`config.mk`:
```
export PLATFORM = sky130hd
export DESIGN_NAME = serial_addsub
export DESIGN_NICKNAME = d
export VERILOG_FILES = /design/src/rtl/serial_addsub.sv
export SDC_FILE = /design/constraint.sdc
export NUM_CORES = 1
export LEC_CHECK = 0
export CORE_UTILIZATION = 50
export DETAILED_ROUTE_END_ITERATION = 8
export PLACE_DENSITY = 0.75
export SETUP_SLACK_MARGIN = 0.1
export SKIP_LAST_GASP = 1
export SLEW_MARGIN = 20
export SYNTH_ARGS = -nofsm -noshare
export SYNTH_HDL_FRONTEND = slang
export SYNTH_SLANG_ARGS = --single-unit
```
`constraint.sdc`:
```
create_clock -name clk -period 1.73 [get_ports clk]
set_input_delay 0.173 -clock clk [delete_from_list [all_inputs] [get_ports clk]]
set_output_delay 0.173 -clock clk [all_outputs]
set_load 0.05 [all_outputs]
```
`src/rtl/serial_addsub.sv`:
```
// serial_addsub: bit-serial adder/subtractor, one full-adder cell, LSB first.
// Optional OVERFLOW_FLAG_EN adds a signed two's-complement overflow output.
module serial_addsub #(
    parameter int WIDTH = 8
) (
    input  logic             clk,
    input  logic             rst_n,
    input  logic             start,
    input  logic             sub,
    input  logic [WIDTH-1:0] a,
    input  logic [WIDTH-1:0] b,
    output logic             ready,
    output logic             busy,
    output logic             done,
    output logic [WIDTH-1:0] result,
    output logic             carry_out
`ifdef OVERFLOW_FLAG_EN
    ,
    output logic             overflow
`endif
);

    localparam int CW = $clog2(WIDTH + 1);

    typedef enum logic [1:0] {IDLE, RUN, DONE} state_t;

    state_t         state, state_nx;
    logic [WIDTH-1:0] a_sh, b_sh;
    logic [CW-1:0]  cnt;
    logic           carry, accept, step, s, c_nx;
`ifdef OVERFLOW_FLAG_EN
    logic           cin_msb;
`endif

    // Status decode, full-adder cell and next state; RUN ends with one finishing cycle after the MSB.
    always_comb begin
        ready    = state != RUN;
        busy     = state == RUN;
        done     = state == DONE;
        accept   = start && ready;
        step     = busy && (cnt != CW'(WIDTH));
        s        = a_sh[0] ^ b_sh[0] ^ carry;
        c_nx     = (a_sh[0] & b_sh[0]) | (carry & (a_sh[0] ^ b_sh[0]));
        state_nx = accept ? RUN : step ? RUN : busy ? DONE : IDLE;
    end

    // State register.
    always_ff @(posedge clk or negedge rst_n) begin
        if (!rst_n) state <= IDLE;
        else        state <= state_nx;
    end

    // Operand capture, bit-serial shifting and final flag capture.
    always_ff @(posedge clk or negedge rst_n) begin
        if (!rst_n) begin
            a_sh      <= '0;
            b_sh      <= '0;
            cnt       <= '0;
            carry     <= 1'b0;
            result    <= '0;
            carry_out <= 1'b0;
`ifdef OVERFLOW_FLAG_EN
            cin_msb   <= 1'b0;
            overflow  <= 1'b0;
`endif
        end else if (accept) begin
            a_sh      <= a;
            b_sh      <= sub ? ~b : b;
            cnt       <= '0;
            carry     <= sub;
            result    <= '0;
            carry_out <= 1'b0;
`ifdef OVERFLOW_FLAG_EN
            overflow  <= 1'b0;
`endif
        end else if (step) begin
            a_sh   <= a_sh >> 1;
            b_sh   <= b_sh >> 1;
            carry  <= c_nx;
            result <= {s, result[WIDTH-1:1]};
            cnt    <= cnt + 1'b1;
`ifdef OVERFLOW_FLAG_EN
            if (cnt == CW'(WIDTH - 1)) cin_msb <= carry;
`endif
        end else if (busy) begin
            carry_out <= carry;
`ifdef OVERFLOW_FLAG_EN
            overflow  <= cin_msb ^ carry;
`endif
        end
    end

endmodule

```
==> impl_metrics.toml <==
[run_status]
status = "finished with violations"
failed_checks = "DRC"

[final_layout]
fill_cells = 223
drive_gt1_frac = 0.207
syn_to_final_growth_pct = 28.5
fin_nets = 202
num_antenna_cells = 0
final_common_cell = "dfrtp_1"
final_cell_mix = "32 x dfrtp_1, 19 x clkdlybuf4s50_1, 15 x buf_4"
final_cell_count_no_fill = 210

[global_route]
first_global_vias = 1244
overflow = 0
grt_pass1_wl_mm = 6.06
grt.total_usage = 0.248
antenna_found_initial = 0
grt_max_degree = 33

[route]
first_pass_iters = 6
drc = 4
wl_mm = 3.62
viasPerCell = 5.91
first_iter_violations = 29
num_vias = 1242
routedWlPerCell_um = 17.2
route.antenna.remaining_nets = 0

[floorplanning]
die_x_um = 58.0
coreArea_um2 = 2850
fp-row-count = 19
die_h_um = 58.0
initial_core_util = 0.550
die_area_um2 = 3360
ioPinCount = 32

[sta]
clock.fmax_mhz = 645
tns_ns = 0
layout_setup_ws_ns = 0.180
period_minus_slack_ns = 1.55
fin_crit_sh = 0.896
fin_skew_ns = 0.00498
tightest_slew_ns = 0.501
setup_viol = 0
rsz0062_at_grt = "true"
hold_viol = 0
slew_viol_final = 0
slew_headroom = 0.667

[clock_tree]
cts.sinks = 32
clk_latency_ns = 0.33
cts_made_buffers = 5
cts_buffer_depth = 2
root_buffer = "clkbuf_4"
htreeDepth = 2
clkTransAtPathRegs_ns = 0.09
cts_hold_buf = 0
cts_tree = "yes"

[setup_path]
crit_arrival_ns = 1.77
cp_max_fo = 13
required_ns = 1.95
worstSetupPathType = "flop to flop"
r2r_cells = 6
start_kind = "flop"
endpoint_kind = "flop"

[yosys]
postSynthAreaPerCell_um2 = 11.3
syn-num-nets = 162
synth-main-ff-cell = "dfrtp_1"
synth_compound_area_frac = 0.187
yosysWarnings = 0
synthAdderAreaFrac = 0.0287
async_reset_ff_frac = 1.00
synth_top_family_by_area = "compound AO/OA/AOI/OAI gates"
synth-simple-area-share = 0.144
yosysUniqueCellTypes = 33
ys_ff_latch = 32
syn_inst = 139
ys_seq_area_frac = 0.511
synth-edff-count = 0
synthXorXnorAreaFrac = 0.0447
synthMuxAreaShare = 0.0208
synth_area_um2 = 1570

[min_path]
hp-class = "input port to async pin"

[power_and_ir_drop]
leakagePower_nw = 0.967
max-vdd-ir-drop_v = 0.00128
powerDensity_nw_per_um2 = 2000

[flow_run]
drv_cap = 0

[placed_design]
place.detailed.hpwl_mm = 2.50
portBuffers = 31
dpl_worst_slack_ns = 0.104
gp_congestion = 0.776
place_inst = 200
## worst paths after layout
path	slack [ns]	end	startpoint
worst min-delay path	0.23	cnt[3]	rst_n
worst min register to register	0.51	a_sh[2]	a_sh[2]
worst max register to register	0.18	b_sh[0]	cnt[0]
min in group clk	0.42	a_sh[7]	a[7]
max in group asynchronous	1.21	cnt[0]	rst_n
worst max-delay path	0.18	b_sh[0]	cnt[0]
## cell usage after synthesis (all sizes together) (2+ instances only)
master / number / share of area
o21ai: 12 / 0.038
o31ai: 3 / 0.014
nand2: 3 / 0.0072
dfrtp: 32 / 0.51
ha: 2 / 0.016
buf: 8 / 0.035
nand3: 11 / 0.035
a221o: 11 / 0.070
xnor2: 8 / 0.045
a31o: 3 / 0.017
inv: 10 / 0.024
and3: 7 / 0.028
nor2b: 2 / 0.013
nor3: 8 / 0.026
clkbuf: 2 / 0.0048
nor2: 3 / 0.0088
o221a: 3 / 0.022
mux2i: 2 / 0.021
## layout make-up
type	instances	area [µm²]	share of cell area
repair buffers	43	393	0.195
inverters	10	37.5	0.0186
flip-flops and latches	32	801	0.398
multi-input cells	87	679	0.337
well taps	31	38.8	0.0193
clock buffers	7	65.1	0.0323
## report_power, final
group	switching [mW]	internal, mW
clock network	0.240	0.230
registers	0.218	1.08
logic	1.30	0.955
## logic make-up (layout without fill, tap and decap cells)
logic type | after synthesis | in the layout
mux | 2 | 2
xor+xnor | 8 | 8
buf+inv | 20 | 60
simple gates | 38 | 38
fa+ha+maj | 3 | 3
flops | 32 | 32
compound gates | 36 | 36
## critical path, cell delays in order (launching register included)
cell and delay (ns):
dfrtp_1 0.40, inv_1 0.10, ha_2 0.21, nand3b_4 0.17, mux2i_4 0.18, inv_1 0.12
o221a_2 0.26
## metal layers
layer	GRT usage	vias up	wire length (µm)
li1	-	590	-
met1	0.353	609	1710
met2	0.371	37	1660
met3	0.0536	6	200
met4	0.102	0	53
met5	0	-	0
## state kept, by name, summed over array words and instances, names as in the netlist
| signal | cells |
|---|---|
| a_sh | 8 |
| b_sh | 8 |
| result | 8 |
| cnt | 4 |
| state | 2 |
| carry | 1 |
| carry_out | 1 |
## metrics by stage
| stage | hold WS, ns | area, µm² | total power [mW] | util |
|---|---|---|---|---|
| after floorplan | -0.123 | 1570 | 2.87 | - |
| after global placement | 0.478 | 1920 | 3.48 | 0.675 |
| after detailed placement | 0.492 | 1920 | 3.54 | 0.675 |
| after CTS | 0.237 | 1990 | 4.00 | 0.699 |
| after global routing | 0.270 | 2010 | 4.30 | 0.706 |
| final | 0.232 | 2010 | 4.02 | 0.706 |
## timing repair
| action | in CTS | in global routing |
|---|---|---|
| buffers inserted | 2 | 1 |
| endpoints found under the hold margin | 0 | 0 |
| endpoints found under the setup margin | 10 | 23 |
| gates resized for setup | 8 | 3 |
| pin swaps | 0 | 0 |
No activity file was read; power rests on OpenSTA's default activity.
